===== config.mk =====
export PLATFORM = sky130hd
export DESIGN_NAME = stopwatch_ctrl
export DESIGN_NICKNAME = d
export VERILOG_FILES = /design/src/rtl/stopwatch_pkg.sv /design/src/rtl/bcd_digit.sv /design/src/rtl/stopwatch_ctrl.sv
export SDC_FILE = /design/constraint.sdc
export NUM_CORES = 1
export LEC_CHECK = 0
export CORE_MARGIN = 1.5
export CORE_UTILIZATION = 51
export DETAILED_ROUTE_END_ITERATION = 7
export HOLD_SLACK_MARGIN = 0.08
export PLACE_DENSITY_LB_ADDON = 0.1
export REMOVE_ABC_BUFFERS = 1
export SLEW_MARGIN = 10
export SYNTH_ARGS = -nofsm -noshare
export SYNTH_HDL_FRONTEND = slang
export SYNTH_SLANG_ARGS = --single-unit

===== constraint.sdc =====
create_clock -name CLOCK_50 -period 2.3 [get_ports CLOCK_50]
set_input_delay 0.575 -clock CLOCK_50 [delete_from_list [all_inputs] [get_ports CLOCK_50]]
set_output_delay 0.575 -clock CLOCK_50 [all_outputs]
set_load 0.01 [all_outputs]

===== src/rtl/stopwatch_pkg.sv =====
// Shared stopwatch definitions: FSM state encoding, digit count and BCD limit.
// Used by stopwatch_ctrl and bcd_digit.
package stopwatch_pkg;
   typedef enum logic [1:0] {
      IDLE  = 2'd0,
      RUN   = 2'd1,
      PAUSE = 2'd2,
      LAP   = 2'd3
   } sw_state_t;

   localparam int         DIGITS  = 4;
   localparam logic [3:0] BCD_MAX = 4'd9;

   // One-cycle accepted key events, bit order matches {lap, clear, start}
   typedef struct packed {
      logic lap;
      logic clear;
      logic start;
   } sw_keys_t;
endpackage


===== src/rtl/bcd_digit.sv =====
// One decade of the stopwatch counter: wraps 9->0 on enable and carries
// into the next decade in the same cycle.
module bcd_digit
   import stopwatch_pkg::*;
(
   input  logic       CLOCK_50,
   input  logic       reset,
   input  logic       en,
   input  logic       clr,
   output logic [3:0] digit,
   output logic       carry
);
   logic [3:0] r_digit;

   assign digit = r_digit;
   assign carry = en && (r_digit == BCD_MAX);

   always_ff @(posedge CLOCK_50 or negedge reset) begin
      if (!reset)
         r_digit <= '0;
      else if (clr)
         r_digit <= '0;
      else if (en)
         r_digit <= (r_digit == BCD_MAX) ? 4'd0 : r_digit + 4'd1;
   end
endmodule


===== src/rtl/stopwatch_ctrl.sv =====
// Four-digit BCD stopwatch: key synchronizers, prescaler, start/pause/clear FSM.
// Define STOPWATCH_LAP_EN to build the LAP state, lap snapshot and key_lap path.
module stopwatch_ctrl
   import stopwatch_pkg::*;
#(
   parameter int TICK_DIV = 500000
)(
   input  logic        CLOCK_50,
   input  logic        reset,
   input  logic        key_start,
   input  logic        key_clear,
   input  logic        key_lap,
   output logic [15:0] disp,
   output logic        running,
   output logic        lap_active,
   output logic        overflow
);
   localparam int PW = $clog2(TICK_DIV);

   sw_state_t              r_state;
   logic                   r_running;
   logic [2:0]             w_key_raw, r_s1, r_s2, r_s3, r_arm;
   logic [1:0]             r_vld;
   sw_keys_t               r_evt;
   logic [PW-1:0]          r_presc;
   logic                   r_ovf;
   logic                   w_active, w_tick, w_to_idle;
   logic [DIGITS:0]        w_en;
   logic [DIGITS-1:0][3:0] w_digit;
   logic [15:0]            w_count;

`ifdef STOPWATCH_LAP_EN
   logic        r_lap;
   logic [15:0] r_snap;
   logic        w_lap_acc;
   assign w_key_raw = {key_lap, key_clear, key_start};
`else
   logic w_unused_lap;
   assign w_unused_lap = key_lap | r_evt.lap;
   assign w_key_raw    = {1'b0, key_clear, key_start};
`endif

   // A key only arms once it has been seen low after reset, so a key held
   // through reset release never produces an event.
   always_ff @(posedge CLOCK_50 or negedge reset) begin
      if (!reset) begin
         r_s1  <= '0;
         r_s2  <= '0;
         r_s3  <= '0;
         r_arm <= '0;
         r_vld <= '0;
         r_evt <= '0;
      end else begin
         r_s1  <= w_key_raw;
         r_s2  <= r_s1;
         r_s3  <= r_s2;
         r_vld <= {r_vld[0], 1'b1};
         if (r_vld[1])
            r_arm <= r_arm | ~r_s2;
         r_evt <= sw_keys_t'(r_s2 & ~r_s3 & r_arm);
      end
   end

   assign w_active  = (r_state == RUN) || (r_state == LAP);
   assign w_tick    = w_active && (r_presc == PW'(TICK_DIV - 1));
   assign w_to_idle = (r_state == PAUSE) && r_evt.clear;

   assign w_en[0] = w_tick;
   for (genvar i = 0; i < DIGITS; i++) begin : g_dig
      bcd_digit u_dig (
         .CLOCK_50 (CLOCK_50),
         .reset    (reset),
         .en       (w_en[i]),
         .clr      (w_to_idle),
         .digit    (w_digit[i]),
         .carry    (w_en[i+1])
      );
   end
   assign w_count = w_digit;

   always_ff @(posedge CLOCK_50 or negedge reset) begin
      if (!reset) begin
         r_presc <= '0;
         r_ovf   <= 1'b0;
      end else if (w_to_idle) begin
         r_presc <= '0;
         r_ovf   <= 1'b0;
      end else if (w_active) begin
         r_presc <= w_tick ? '0 : r_presc + 1'b1;
         if (w_en[DIGITS])
            r_ovf <= 1'b1;
      end
   end

   // Each case arm takes the highest-priority event that is legal in that state.
   always_ff @(posedge CLOCK_50 or negedge reset) begin
      if (!reset) begin
         r_state   <= IDLE;
         r_running <= 1'b0;
`ifdef STOPWATCH_LAP_EN
         r_lap     <= 1'b0;
`endif
      end else begin
         case (r_state)
            IDLE:
               if (r_evt.start) begin
                  r_state   <= RUN;
                  r_running <= 1'b1;
               end
            RUN:
               if (r_evt.start) begin
                  r_state   <= PAUSE;
                  r_running <= 1'b0;
               end
`ifdef STOPWATCH_LAP_EN
               else if (r_evt.lap) begin
                  r_state <= LAP;
                  r_lap   <= 1'b1;
               end
`endif
            PAUSE:
               if (r_evt.clear) begin
                  r_state <= IDLE;
               end else if (r_evt.start) begin
                  r_state   <= RUN;
                  r_running <= 1'b1;
               end
`ifdef STOPWATCH_LAP_EN
            LAP:
               if (r_evt.lap) begin
                  r_state <= RUN;
                  r_lap   <= 1'b0;
               end
`endif
            default: begin
               r_state   <= IDLE;
               r_running <= 1'b0;
            end
         endcase
      end
   end

`ifdef STOPWATCH_LAP_EN
   assign w_lap_acc = (r_state == RUN) && r_evt.lap && !r_evt.start;

   always_ff @(posedge CLOCK_50 or negedge reset) begin
      if (!reset)
         r_snap <= '0;
      else if (w_lap_acc)
         r_snap <= w_count;
   end

   assign disp       = (r_state == LAP) ? r_snap : w_count;
   assign lap_active = r_lap;
`else
   assign disp       = w_count;
   assign lap_active = 1'b0;
`endif

   assign running  = r_running;
   assign overflow = r_ovf;
endmodule


# == Word level (Yosys, flattened, before mapping) ==
# Index checks and enable logic that the tools add are counted.
# totals
ff_bits,52
input_bits,5
out_inout_bits,19
elab_cells,77
# classes
n_addsub,5
n_eq_ne,10
mux,26
bitwise_logic,5
n_reduce_logical,16
# op_table
operator,count
19-bit two-way mux,3
4-bit two-way mux,12
"19-bit by 1-bit adder with 19-bit output, second input constant",1
"19-bit equality test, second input constant",1
"4-bit by 1-bit adder with 4-bit output, second input constant",4
"4-bit equality test, second input constant",4
2-bit nonzero test,6
1-bit logical AND,6
1-bit two-way mux,6
2-bit two-way mux,3
2-bit one-hot mux with 3 select lines,1
2-bit bitwise AND,2
"2-bit equality test, second input constant",2
"2-bit inequality test, second input constant",2
2-bit AND reduction,2
2-bit NOT with 3-bit output,1
3-bit OR,1
1-bit one-hot mux with 3 select lines,1
"2-bit by 1-bit equality test with 1-bit output, second input constant",1
2-bit zero test,1
2-bit NOT,1
1-bit logical OR,1

# == Logic depth before layout (Yosys ltp) ==
# Gate-level depths: netlist of run 1.
# logic_depth
depth_word,10
ltp_mapped,7
ltp_nobuf,7

# == Cells and area by module ==
# From an unflattened synthesis of run 1, not the netlist that was laid out.
# hier_totals
cells_unflattened,285
hier_area_um2,2737.6
# modules_own_cells
mod,n_inst,cells_each,area_per_inst_um2,seq_area_each_um2
stopwatch_ctrl,1,181,1771.7,875.8
bcd_digit,4,26,241.5,100.1

# == Least setup slack after synthesis of run 1 ==
# No wires, ideal clock.
# synth_path
path_kind,register to register
startpoint,register r_presc[14]
endpoint,register g_dig[3].u_dig.r_digit[2]
setup_time_ps,78
arrival_time_ps,2056
required_ps,2222
path_slack_ps,166
path_stages_with_launch,6
path_buffers,0
period_less_slack_ps,2134
cell_sequence,dfrtp_1 -> or4b_1 -> nor4_4 -> nand4_2 -> or4b_1 -> a21oi_1
# synth_between
elab_chain_len,6
# synth_lines
item,line_no,source
start: declaration,stopwatch_ctrl.sv:25,logic [PW-1:0] r_presc;
start signal: assignment,stopwatch_ctrl.sv:89,r_presc <= w_tick ? '0 : r_presc + 1'b1;
19-bit equality test,stopwatch_ctrl.sv:65,assign w_tick = w_active && (r_presc == PW'(TICK_DIV - 1));
1-bit logical AND,stopwatch_ctrl.sv:65,
1-bit logical AND (3 in a row),bcd_digit.sv:16,assign carry = en && (r_digit == BCD_MAX);
2-bit nonzero test (no line),--,
end signal: assignment,bcd_digit.sv:24,r_digit <= (r_digit == BCD_MAX) ? 4'd0 : r_digit + 4'd1;
end: declaration,bcd_digit.sv:13,logic [3:0] r_digit;
# No other way between the ends.
# A chain may end at the register's enable or synchronous reset.

# == Worst setup path after layout of run 1 ==
# layout_path
startpoint,register r_presc[14]
endpoint,register g_dig[1].u_dig.r_digit[0]
# layout_between
elab_chain_len,4
# layout_lines
item,line_no
19-bit equality test,stopwatch_ctrl.sv:65
1-bit logical AND,stopwatch_ctrl.sv:65
1-bit logical AND,bcd_digit.sv:16
2-bit nonzero test (no line),--
end signal: assignment,bcd_digit.sv:24
end: declaration,bcd_digit.sv:13
# No other way between the ends.

==> impl_metrics.json, run 1 <==
{
  "synth-seq-cells": 51,
  "max_clock_freq_mhz": 461,
  "nets": 302,
  "hold_viol": 0,
  "fillerInstances": 367,
  "yosysTopAreaCell": "dfrtp_1",
  "stdcell_count": 341,
  "mostFrequentLayoutCells": "dfrtp_1 (51), nand2_1 (33), nor2_1 (28), clkdlybuf4s50_1 (20), a21oi_1 (17)",
  "clock_latency_ns": 0.31,
  "clock_skew_ns": 0.00660,
  "start_util_pct": 54.3,
  "grt_pass1_wl_um": 7880,
  "mostFrequentLayoutCell": "dfrtp_1",
  "tightest_slew_ns": 0.958,
  "drc": 0,
  "syn-instance-count": 247,
  "slew_viol_final": 0,
  "viasPerCell": 5.47,
  "rsz0062_at_grt": "false",
  "ant_nets": 0,
  "htreeDepth": 2,
  "maxCapViolCount": 0,
  "core_um2": 4470,
  "diodes": 0,
  "grt_max_degree": 32,
  "cts_hold_buf": 0,
  "status": "finished clean",
  "async_flop_share_pct": 100,
  "end_kind": "flip-flop",
  "grt_overflow": 0,
  "drive_gt1_share_pct": 10.7,
  "wl_per_cell_um": 13.3,
  "intPower_mw": 1.36,
  "clockBufferDepth": 2,
  "synth_warnings": 0,
  "cp.arrival_ns": 2.41,
  "clock_sinks": 51,
  "period_share_pct": 94.4,
  "dp_hpwl_um": 3150,
  "grt_pass1_vias": 1695,
  "synth_edf_count": 0,
  "power_frac_clock_pct": 27.6,
  "antenna_found_initial": 0,
  "drt_iter0_drc": 96,
  "period_minus_slack_ns": 2.17,
  "ir_drop_mv": 0.597,
  "io_buffers": 21,
  "yosysSeqAreaShare_pct": 52.5,
  "slowest_delay_ns": 0.58,
  "switching_share_pct": 30.4,
  "worstSetupPathType": "reg2reg",
  "power.density_nw_per_um2": 665,
  "power_switching_mw": 0.591,
  "crit_buf_inv": 2,
  "yosys-top-cells-area": "dfrtp_1 (52%), nand2_1 (5.1%), ha_1 (4.6%), nor2_1 (4.3%), xor2_1 (4.3%)",
  "cts_tree": "built",
  "p_leak_nw": 1.32,
  "clockRootBuffer": "clkbuf_8",
  "totalWireLength_um": 4520,
  "std_cell_rows": 24,
  "p_comb_share_pct": 17.5,
  "drt_first_pass_iters": 4,
  "die_x_um": 72.0,
  "slowest_stage": "or4b_1",
  "slew_headroom_pct": 35.5,
  "synth_area_um2": 2430,
  "dp.cells": 333,
  "setup_viol": 0,
  "grtUsageTotal_pct": 19.3,
  "vias": 1865,
  "avgSynthCellArea_um2": 9.84,
  "hold_path_class": "in2async",
  "ys.flop_type": "dfrtp_1",
  "seqPwrFrac_pct": 54.9,
  "critical-path-top-delay-family": "simple AND/OR/NAND/NOR gates",
  "die_h_um": 72.0,
  "die_area_um2": 5190,
  "cp_common_cell": "buf_4",
  "pin_count": 24,
  "place_congestion": 0.796,
  "path_cells": "or4b_1, nor4_4, buf_4, nand3_1, buf_4, or3_1, a21oi_1",
  "required_ns": 2.54,
  "yosysTopAreaCellShare_pct": 52.5,
  "cts_inserted_buffers": 5,
  "p_total_mw": 1.95,
  "path_clk_slew_ns": 0.10,
  "synth_cell_types": 38,
  "setup_tns_ns": 0,
  "cp-start-kind": "flip-flop",
  "layout-area-overhead-vs-synth_pct": 20.4,
  "worst-path-max-fanout": 6
}
## final timing paths
| kind | to | slack [ns] | startpoint | cells after the start |
|---|---|---|---|---|
| worst max-delay path | g_dig[1].u_dig.digit[0] | 0.13 | r_presc[14] | 7 |
| worst min-delay path | g_dig[1].u_dig.digit[0] | 0.21 | reset | 1 |
| worst max register to register | g_dig[1].u_dig.digit[0] | 0.13 | r_presc[14] | 7 |
| worst min register to register | r_s2[1] | 0.36 | r_s1[1] | 0 |
| max in group asynchronous | r_state[0] | 1.56 | reset | 2 |
| min in group CLOCK_50 | r_s2[1] | 0.36 | r_s1[1] | 0 |
## metal layers
layer / routed length, um / global-route usage [%]
met1: 2280 / 28.4
met2: 2090 / 29.5
met3: 112 / 4.17
met4: 43 / 4.82
met5: 0 / 0
## layout make-up
class,instances,area (um^2),area share [%]
Timing Repair Buffer,38,345,11.8
Clock inverter,3,26.3,0.897
Tap cell,52,65.1,2.22
Clock buffer,5,68.8,2.35
Inverter,10,37.5,1.28
Multi-Input combinational cell,182,1110,37.9
Sequential cell,51,1280,43.6
## cells by family after synthesis
group,synth area share (%)
adder cells (fa/ha/maj),4.63
flip-flops,52.5
AO/OA/AOI/OAI,8.18
multiplexers,0.412
other,0.309
AND/OR/NAND/NOR,25.5
buffers and inverters,2.37
XOR/XNOR,6.12
## power groups by stage
| stage | Clock (mW) | Combinational (mW) | Sequential (mW) |
|---|---|---|---|
| after global routing | 0.594 | 0.385 | 1.08 |
| after detailed placement | 0 | 0.338 | 1.08 |
| after CTS | 0.558 | 0.341 | 1.07 |
| final | 0.538 | 0.341 | 1.07 |
| after global placement | 0 | 0.328 | 1.08 |
| after floorplan | 0 | 0.179 | 1.08 |
## per-stage QoR
step | hold WS, ns | util [%] | instance area (um^2) | setup WS, ns
2_1_floorplan | 0.279 | - | 2410 | 0.164
3_3_place_gp | 0.332 | 63.1 | 2820 | 0.102
3_5_place_dp | 0.336 | 63.1 | 2820 | 0.0497
4_1_cts | 0.234 | 65.2 | 2920 | 0.0261
5_1_grt | 0.258 | 65.4 | 2930 | 0.0467
6_report | 0.213 | 65.4 | 2930 | 0.129
## synth_stat cells, types with 2 or more instances
master    count
or4b_1        2
or3_1        12
nand4_1       5
or4_1         2
o21ai_0      12
and4_1        3
a21o_1        4
a21oi_1      17
nor4b_1       2
and2_1        3
inv_1        10
xnor2_1       5
nand4b_1      3
nand3b_1      3
nand2_1      33
nor2_1       28
dfrtp_1      51
xor2_1       12
ha_1          9
conb_1        2
nand3_1      12
## registers in the layout, summed over array words and instances (netlist names)
signal	flops
r_state	2
r_s3	2
running	1
r_presc	19
g_dig.u_dig.digit	16
r_vld	2
r_evt	2
r_arm	2
r_s2	2
overflow	1
r_s1	2
## repair_timing
item | 4_1_cts | 5_1_grt
setup endpoints to repair | 0 | 2
resized for setup | 0 | 2
buffers inserted | 0 | 0
Note: power is estimated with default switching activity, not from simulation.
==> run 2, diff against run 1 <==
--- a/config.mk
+++ b/config.mk
@@ -8,6 +8,7 @@
 export CORE_MARGIN = 1.5
 export CORE_UTILIZATION = 51
 export DETAILED_ROUTE_END_ITERATION = 7
+export GPL_ROUTABILITY_DRIVEN = 0
 export HOLD_SLACK_MARGIN = 0.08
 export PLACE_DENSITY_LB_ADDON = 0.1
 export REMOVE_ABC_BUFFERS = 1
==> results of run 2 <==
The final DEF is identical to that of run 1; final timing and power are the same.
